$ cat config.mk
export PLATFORM = sky130hd
export DESIGN_NAME = t_spi_master
export DESIGN_NICKNAME = d
export VERILOG_FILES = /design/src/rtl/t_spi_master.sv
export SDC_FILE = /design/constraint.sdc
export NUM_CORES = 1
export LEC_CHECK = 0
export ABC_CLOCK_PERIOD_IN_PS = 3200
export CAP_MARGIN = 10
export CORE_UTILIZATION = 55
export DETAILED_ROUTE_END_ITERATION = 10
export HOLD_SLACK_MARGIN = 0.03
export PLACE_DENSITY = 0.92
export SYNTH_ARGS = -nofsm -noshare
export SYNTH_HDL_FRONTEND = slang
export SYNTH_SLANG_ARGS = --single-unit
$ cat constraint.sdc
create_clock -name clk_i -period 3.2 [get_ports clk_i]
set_clock_uncertainty 0.15 [all_clocks]
set_input_delay 0.32 -clock clk_i [delete_from_list [all_inputs] [get_ports clk_i]]
set_output_delay 0.32 -clock clk_i [all_outputs]
set_load 0.05 [all_outputs]
$ cat src/rtl/t_spi_master.sv
// SPI master: serialises one DATA_W word per request on spi_o and assembles spi_i into rx_data_o.
// Latency: first SCLK edge 1+CLK_DIV cycles after accept, rx_valid_o at 1+CLK_DIV*(2*DATA_W+1).
// Backpressure: ready_o only in IDLE/HOLD; req_i is ignored while a word or the CS hold is in flight.
module t_spi_master #(
  parameter int DATA_W  = 32,
  parameter int CLK_DIV = 1,
  parameter bit CPOL    = 1'b1,
  parameter bit CPHA    = 1'b0
) (
  input  logic              clk_i,
  input  logic              rst_i,
  input  logic [DATA_W-1:0] tx_data_i,
  input  logic              req_i,
  input  logic              last_i,
  input  logic              lsb_first_i,
  output logic              ready_o,
  output logic              busy_o,
  output logic [DATA_W-1:0] rx_data_o,
  output logic              rx_valid_o,
  output logic              spi_o,
  input  logic              spi_i,
  output logic              spi_clk,
  output logic              spi_cs
);

  localparam int DIV_W  = $clog2(CLK_DIV + 1);
  localparam int EDGE_W = $clog2(2 * DATA_W + 1);
  localparam logic [DIV_W-1:0]  DIV_LAST   = DIV_W'(CLK_DIV - 1);
  localparam logic [EDGE_W-1:0] EDGE_LAST  = EDGE_W'(2 * DATA_W);
  localparam logic [EDGE_W-1:0] EDGE_FINAL = EDGE_W'(2 * DATA_W - 1);

  typedef enum logic [2:0] {IDLE, LEAD, SHIFT, HOLD, TRAIL} state_t;

  state_t             state;
  state_t             state_nxt;
  logic [DIV_W-1:0]   div_cnt;
  logic [EDGE_W-1:0]  edge_cnt;
  logic [DATA_W-1:0]  tx_sr;
  logic [DATA_W-1:0]  rx_sr;
  logic               lsb_first;
  logic               last;

  logic               accept;
  logic               div_end;
  logic               last_half;
  logic               final_trail;
  logic               edge_go;
  logic               lead_edge;
  logic               do_sample;
  logic               do_shift;
  logic               word_done;

  // Next bit to drive for the chosen bit order
  function automatic logic pick_bit(input logic [DATA_W-1:0] d, input logic lsb);
    return lsb ? d[0] : d[DATA_W-1];
  endfunction

  // Shift register advance matching pick_bit
  function automatic logic [DATA_W-1:0] shift_word(input logic [DATA_W-1:0] d, input logic lsb);
    return lsb ? (d >> 1) : (d << 1);
  endfunction

  assign ready_o     = (state == IDLE) || (state == HOLD);
  assign busy_o      = (state != IDLE);
  assign accept      = req_i && ready_o;
  assign div_end     = (div_cnt == DIV_LAST);
  assign last_half   = (edge_cnt == EDGE_LAST);
  assign final_trail = (edge_cnt == EDGE_FINAL);
  assign word_done   = (state == SHIFT) && div_end && last_half;

  // An SCLK edge starts every half-period: leaving LEAD, and each SHIFT boundary but the last.
  assign edge_go   = div_end && ((state == LEAD) || ((state == SHIFT) && !last_half));
  // The half-period being entered is edge_cnt+1; odd numbers are leading edges.
  assign lead_edge = ~edge_cnt[0];
  assign do_sample = edge_go && (lead_edge ^ CPHA);
  assign do_shift  = edge_go && (CPHA ? lead_edge : (!lead_edge && !final_trail));

  // State register
  always_ff @(posedge clk_i) begin
    if (rst_i) state <= IDLE;
    else       state <= state_nxt;
  end

  // Next-state logic
  always_comb begin
    state_nxt = state;
    case (state)
      IDLE:    if (accept)  state_nxt = LEAD;
      LEAD:    if (div_end) state_nxt = SHIFT;
      SHIFT:   if (div_end && last_half) state_nxt = last ? TRAIL : HOLD;
      HOLD:    if (accept)  state_nxt = LEAD;
      TRAIL:   if (div_end) state_nxt = IDLE;
      default: state_nxt = IDLE;
    endcase
  end

  // Half-period divider and edge counter, both restarted on every state entry
  always_ff @(posedge clk_i) begin
    if (rst_i) begin
      div_cnt  <= '0;
      edge_cnt <= '0;
    end else begin
      if ((state_nxt != state) || div_end || (state == IDLE) || (state == HOLD)) div_cnt <= '0;
      else div_cnt <= div_cnt + 1'b1;
      if (edge_go)                 edge_cnt <= edge_cnt + 1'b1;
      else if (state_nxt != state) edge_cnt <= '0;
    end
  end

  // SPI pins, shift registers and receive handoff
  always_ff @(posedge clk_i) begin
    if (rst_i) begin
      spi_cs     <= 1'b1;
      spi_clk    <= CPOL;
      spi_o      <= 1'b0;
      rx_valid_o <= 1'b0;
      rx_data_o  <= '0;
      tx_sr      <= '0;
      rx_sr      <= '0;
      lsb_first  <= 1'b0;
      last       <= 1'b0;
    end else begin
      rx_valid_o <= 1'b0;
      if (accept) begin
        lsb_first <= lsb_first_i;
        last      <= last_i;
        spi_cs    <= 1'b0;
        // CPHA=0 must present the first bit before the first leading edge.
        if (!CPHA) begin
          spi_o <= pick_bit(tx_data_i, lsb_first_i);
          tx_sr <= shift_word(tx_data_i, lsb_first_i);
        end else begin
          tx_sr <= tx_data_i;
        end
      end
      if (edge_go) spi_clk <= ~spi_clk;
      if (do_shift) begin
        spi_o <= pick_bit(tx_sr, lsb_first);
        tx_sr <= shift_word(tx_sr, lsb_first);
      end
      if (do_sample) begin
        rx_sr <= lsb_first ? {spi_i, rx_sr[DATA_W-1:1]} : {rx_sr[DATA_W-2:0], spi_i};
      end
      if (word_done) begin
        spi_clk    <= CPOL;
        rx_data_o  <= rx_sr;
        rx_valid_o <= 1'b1;
      end
      if ((state == TRAIL) && div_end) spi_cs <= 1'b1;
    end
  end

endmodule

==> impl_metrics.prom <==
# TYPE chip_impl_metric gauge
chip_impl_metric{name="fin_ws",unit="ns"} 0.388
chip_impl_info{name="synth.most_common_cell",value="dfxtp_1"} 1
chip_impl_info{name="status",value="finished, final reports clean"} 1
chip_impl_metric{name="ctsResizeCount",unit=""} 0
chip_impl_metric{name="cts_setup_buffers",unit=""} 0
chip_impl_metric{name="effective_utilization_at_floorplan",unit="%"} 57.7
chip_impl_metric{name="synthArstFlopShare",unit="%"} 0
chip_impl_metric{name="post_synth_instance_area",unit="um^2"} 5720
chip_impl_metric{name="grt_pass1_wl",unit="um"} 25400
chip_impl_info{name="ctsRootBufferMaster",value="clkbuf_8"} 1
chip_impl_metric{name="arrival_time_at_the_worst_endpoint",unit="ns"} 2.34
chip_impl_metric{name="antenna_violations_before_repair",unit=""} 0
chip_impl_metric{name="cts.htree.levels",unit=""} 4
chip_impl_info{name="synth_commonest_cells",value="dfxtp_1 (113), a21oi_1 (100), mux2i_1 (86), nand2_1 (79), clkbuf_1 (44)"} 1
chip_impl_metric{name="largest_net_degree_at_the_start_of_global_routing",unit=""} 65
chip_impl_metric{name="holdBufCountCts",unit=""} 0
chip_impl_metric{name="drive_above_1_share",unit="%"} 8.03
chip_impl_metric{name="vdd.ir_drop.worst",unit="mV"} 0.334
chip_impl_metric{name="synthesis.nets",unit=""} 676
chip_impl_metric{name="achievable-frequency",unit="MHz"} 356
chip_impl_metric{name="placement.io_buffers",unit=""} 75
chip_impl_info{name="worstSetupStartpointType",value="flip-flop"} 1
chip_impl_metric{name="dp_worst_slack",unit="ns"} 0.644
chip_impl_metric{name="clk_pin_slew_worst_paths",unit="ns"} 0.06
chip_impl_metric{name="crit_required",unit="ns"} 2.73
chip_impl_metric{name="critPathMaxStageDelay",unit="ns"} 0.82
chip_impl_metric{name="timing.slew.headroom",unit="%"} 39.8
chip_impl_metric{name="power.density_cell_area",unit="nW/um^2"} 574
chip_impl_metric{name="vias_per_cell",unit=""} 6.51
chip_impl_metric{name="worst_case_register_to_register_setup_slack",unit="ns"} 0.43
chip_impl_metric{name="cp_num_buf_inv",unit=""} 2
chip_impl_info{name="end_kind",value="output pin"} 1
chip_impl_metric{name="cp_depth",unit=""} 4
chip_impl_info{name="rsz0062_at_grt",value="no"} 1
chip_impl_metric{name="max_cap_viol_count",unit=""} 0
chip_impl_info{name="critical_path.startpoint",value="state[0]"} 1
chip_impl_metric{name="detailed_place_hpwl",unit="um"} 8720
chip_impl_metric{name="route.vias.total",unit=""} 5327
chip_impl_metric{name="detail_route.wirelength",unit="um"} 15100
chip_impl_metric{name="total_power",unit="mW"} 4.01
chip_impl_metric{name="dr.first_iter.drc_count",unit=""} 575
chip_impl_info{name="critical_path.top_delay_family",value="buffers and inverters"} 1
chip_impl_info{name="timing.setup.critical_path_class",value="reg -> out"} 1
chip_impl_info{name="regToRegEndpoint",value="tx_sr[6]"} 1
chip_impl_metric{name="average_instance_area_after_synthesis",unit="um^2"} 8.99
chip_impl_metric{name="synth-edff-count",unit=""} 0
chip_impl_metric{name="period_share",unit="%"} 87.9
chip_impl_metric{name="finalHoldViolCount",unit=""} 0
chip_impl_metric{name="synth.distinct_cells",unit=""} 52
chip_impl_info{name="worstSetupEndpoint",value="ready_o"} 1
chip_impl_metric{name="maximum_clock_insertion_buffer_count",unit=""} 2
chip_impl_info{name="yosys_most_used_dff",value="dfxtp_1"} 1
chip_impl_metric{name="synthCells",unit=""} 636
chip_impl_metric{name="worst-r2r-cell-count",unit=""} 7
chip_impl_metric{name="setup_total_negative_slack",unit="ns"} 0
chip_impl_metric{name="synth_sequential_area_ratio",unit="%"} 39.6
chip_impl_info{name="synth_top_cells_by_area",value="dfxtp_1 (40%), mux2i_1 (15%), a21oi_1 (8.8%)"} 1
chip_impl_metric{name="tritoncts_num_sinks",unit=""} 113
chip_impl_metric{name="diodes_inserted",unit=""} 0
chip_impl_metric{name="rows",unit=""} 36
chip_impl_metric{name="layout.area.seq",unit="um^2"} 2270
chip_impl_metric{name="worst-path-max-fanout",unit=""} 13
chip_impl_metric{name="global_route.usage.total",unit="%"} 28.7
chip_impl_metric{name="postLayoutCellArea",unit="um^2"} 6990
chip_impl_info{name="crit_chain",value="xor2_1, buf_4, nor2_1, clkdlybuf4s50_1"} 1
chip_impl_metric{name="tightestPinTransition",unit="ns"} 0.903
chip_impl_metric{name="nFillCells",unit=""} 662
chip_impl_metric{name="ys_warn_count",unit=""} 0
chip_impl_metric{name="drt_pre_antenna_iters",unit=""} 6
chip_impl_metric{name="synth_top_area_share",unit="%"} 39.6
chip_impl_metric{name="fp.dieH",unit="um"} 104
chip_impl_info{name="yosys.area.top_type",value="dfxtp_1"} 1
chip_impl_metric{name="remaining_global_route_overflow",unit=""} 0
chip_impl_metric{name="dieArea",unit="um^2"} 10800
chip_impl_metric{name="vias_in_the_first_global_route",unit=""} 5089
chip_impl_metric{name="total_area_of_multi_input_combinational_cells",unit="um^2"} 3130
chip_impl_metric{name="place.gp.congestion",unit=""} 0.830
chip_impl_metric{name="period_needed",unit="ns"} 2.81
chip_impl_metric{name="placed_area",unit="um^2"} 6410
chip_impl_info{name="timing.hold.worst.class",value="in -> reg"} 1
chip_impl_info{name="r2r_start",value="edge_cnt[0]"} 1
chip_impl_metric{name="avgRoutedWirePerCell",unit="um"} 18.5
chip_impl_metric{name="boundaryPins",unit=""} 76
chip_impl_info{name="critical_path.slowest_cell",value="clkdlybuf4s50_1"} 1
chip_impl_metric{name="setup_viol",unit=""} 0
chip_impl_metric{name="design.core.area",unit="um^2"} 9910
chip_impl_metric{name="leakage_dissipation",unit="nW"} 2.27
chip_impl_metric{name="later_pin_clock_latency_in_the_skew_report",unit="ns"} 0.53
chip_impl_metric{name="die-width",unit="um"} 104
chip_impl_metric{name="drc",unit=""} 0
chip_impl_metric{name="syn2layout_area_growth",unit="%"} 22.3
chip_impl_metric{name="cts_inserted_buffers",unit=""} 17
chip_impl_metric{name="nets",unit=""} 712
chip_impl_metric{name="antenna_violating_nets_post_route",unit=""} 0
chip_impl_metric{name="hold_ws",unit="ns"} 0.156
chip_impl_metric{name="timing_max_transition_violations_final",unit=""} 0
chip_impl_metric{name="postSynthRegisterBits",unit=""} 113
chip_impl_info{name="cts_tree",value="yes"} 1
==> worst reg2reg max path, cell delays in order, from the launching register on <==
cell and delay (ns):
dfxtp_1 0.54, inv_2 0.10, ha_1 0.24, nor2b_1 0.22, a311o_2 0.58, buf_4 0.24
a2111oi_0 0.45, a211oi_1 0.11
==> area by class of cell <==
cell class	instances	share of cell area, %
Clock buffer	18	6.12
Clock inverter	14	2.18
Inverter	5	0.268
Multi-Input combinational cell	448	44.7
Sequential cell	113	32.4
Tap cell	133	2.38
Timing Repair Buffer	87	11.9
==> worst min path at each step <==
stage	start	to	cells after the start
floorplan	rx_sr[0]	rx_data_o[0]	2
global placement	rx_data_o[20]	rx_data_o[20]	2
detailed placement	rx_data_o[15]	rx_data_o[15]	2
CTS	rst_i	tx_sr[21]	2
global route	rst_i	tx_sr[27]	2
finish	rst_i	tx_sr[20]	2
==> placed cells by master (no fill, tap or decap), drive strengths merged, types with 2 or more instances in the layout <==
cell type      count
dfxtp            113
a21oi            100
mux2i             86
nand2             79
clkdlybuf4s50     73
a311oi            33
o211ai            24
o32a              23
clkbuf            18
nor3              14
buf               14
nor2b             11
nor2               9
a211oi             9
inv                9
a2111oi            8
o21ai              5
nand3              5
nand4b             4
clkinvlp           4
clkinv             4
a221o              3
a22o               3
nor4b              3
xnor2              2
nand2b             2
a21boi             2
ha                 2
bufinv             2
o31ai              2
==> through the flow <==
stage / instances / utilization, %
after floorplan: 636 / -
after global placement: 786 / 64.7
after detailed placement: 786 / 64.7
after CTS: 818 / 70.6
after global routing: 818 / 70.6
final: 818 / 70.6
==> report_power, final <==
part           internal, mW  total [mW]  switching (mW)
registers              1.49        1.60           0.110
logic                 0.241       0.561           0.321
clock network          1.14        1.85           0.716
==> layer usage <==
metal  track usage [%]  share of wire [%]
met1              36.0                 42
met2              46.3                 49
met3              7.02                6.6
met4              13.6                2.7
met5                 0                  0
==> sequential cells by signal, indices dropped and copies added, names as in the netlist <==
| signal | cells |
|---|---|
| rx_valid_o | 1 |
| rx_sr | 32 |
| state | 3 |
| last | 1 |
| tx_sr | 32 |
| lsb_first | 1 |
| spi_o | 1 |
| div_cnt | 1 |
| spi_clk | 1 |
| rx_data_o | 32 |
| edge_cnt | 7 |
| spi_cs | 1 |
==> cells by family (layout without fill, tap and decap cells) <==
kind of cell	count (synthesis)	in the layout	share of synthesized area (%)
compound gates	222	222	27.3
buf+inv	75	124	5.91
fa+ha+maj	2	2	0.438
simple gates	134	134	11.2
flops	113	113	39.6
mux	86	86	15.1
xor+xnor	3	3	0.460
other cells	1	1	0.0656
(Power assumes the default switching activity.)
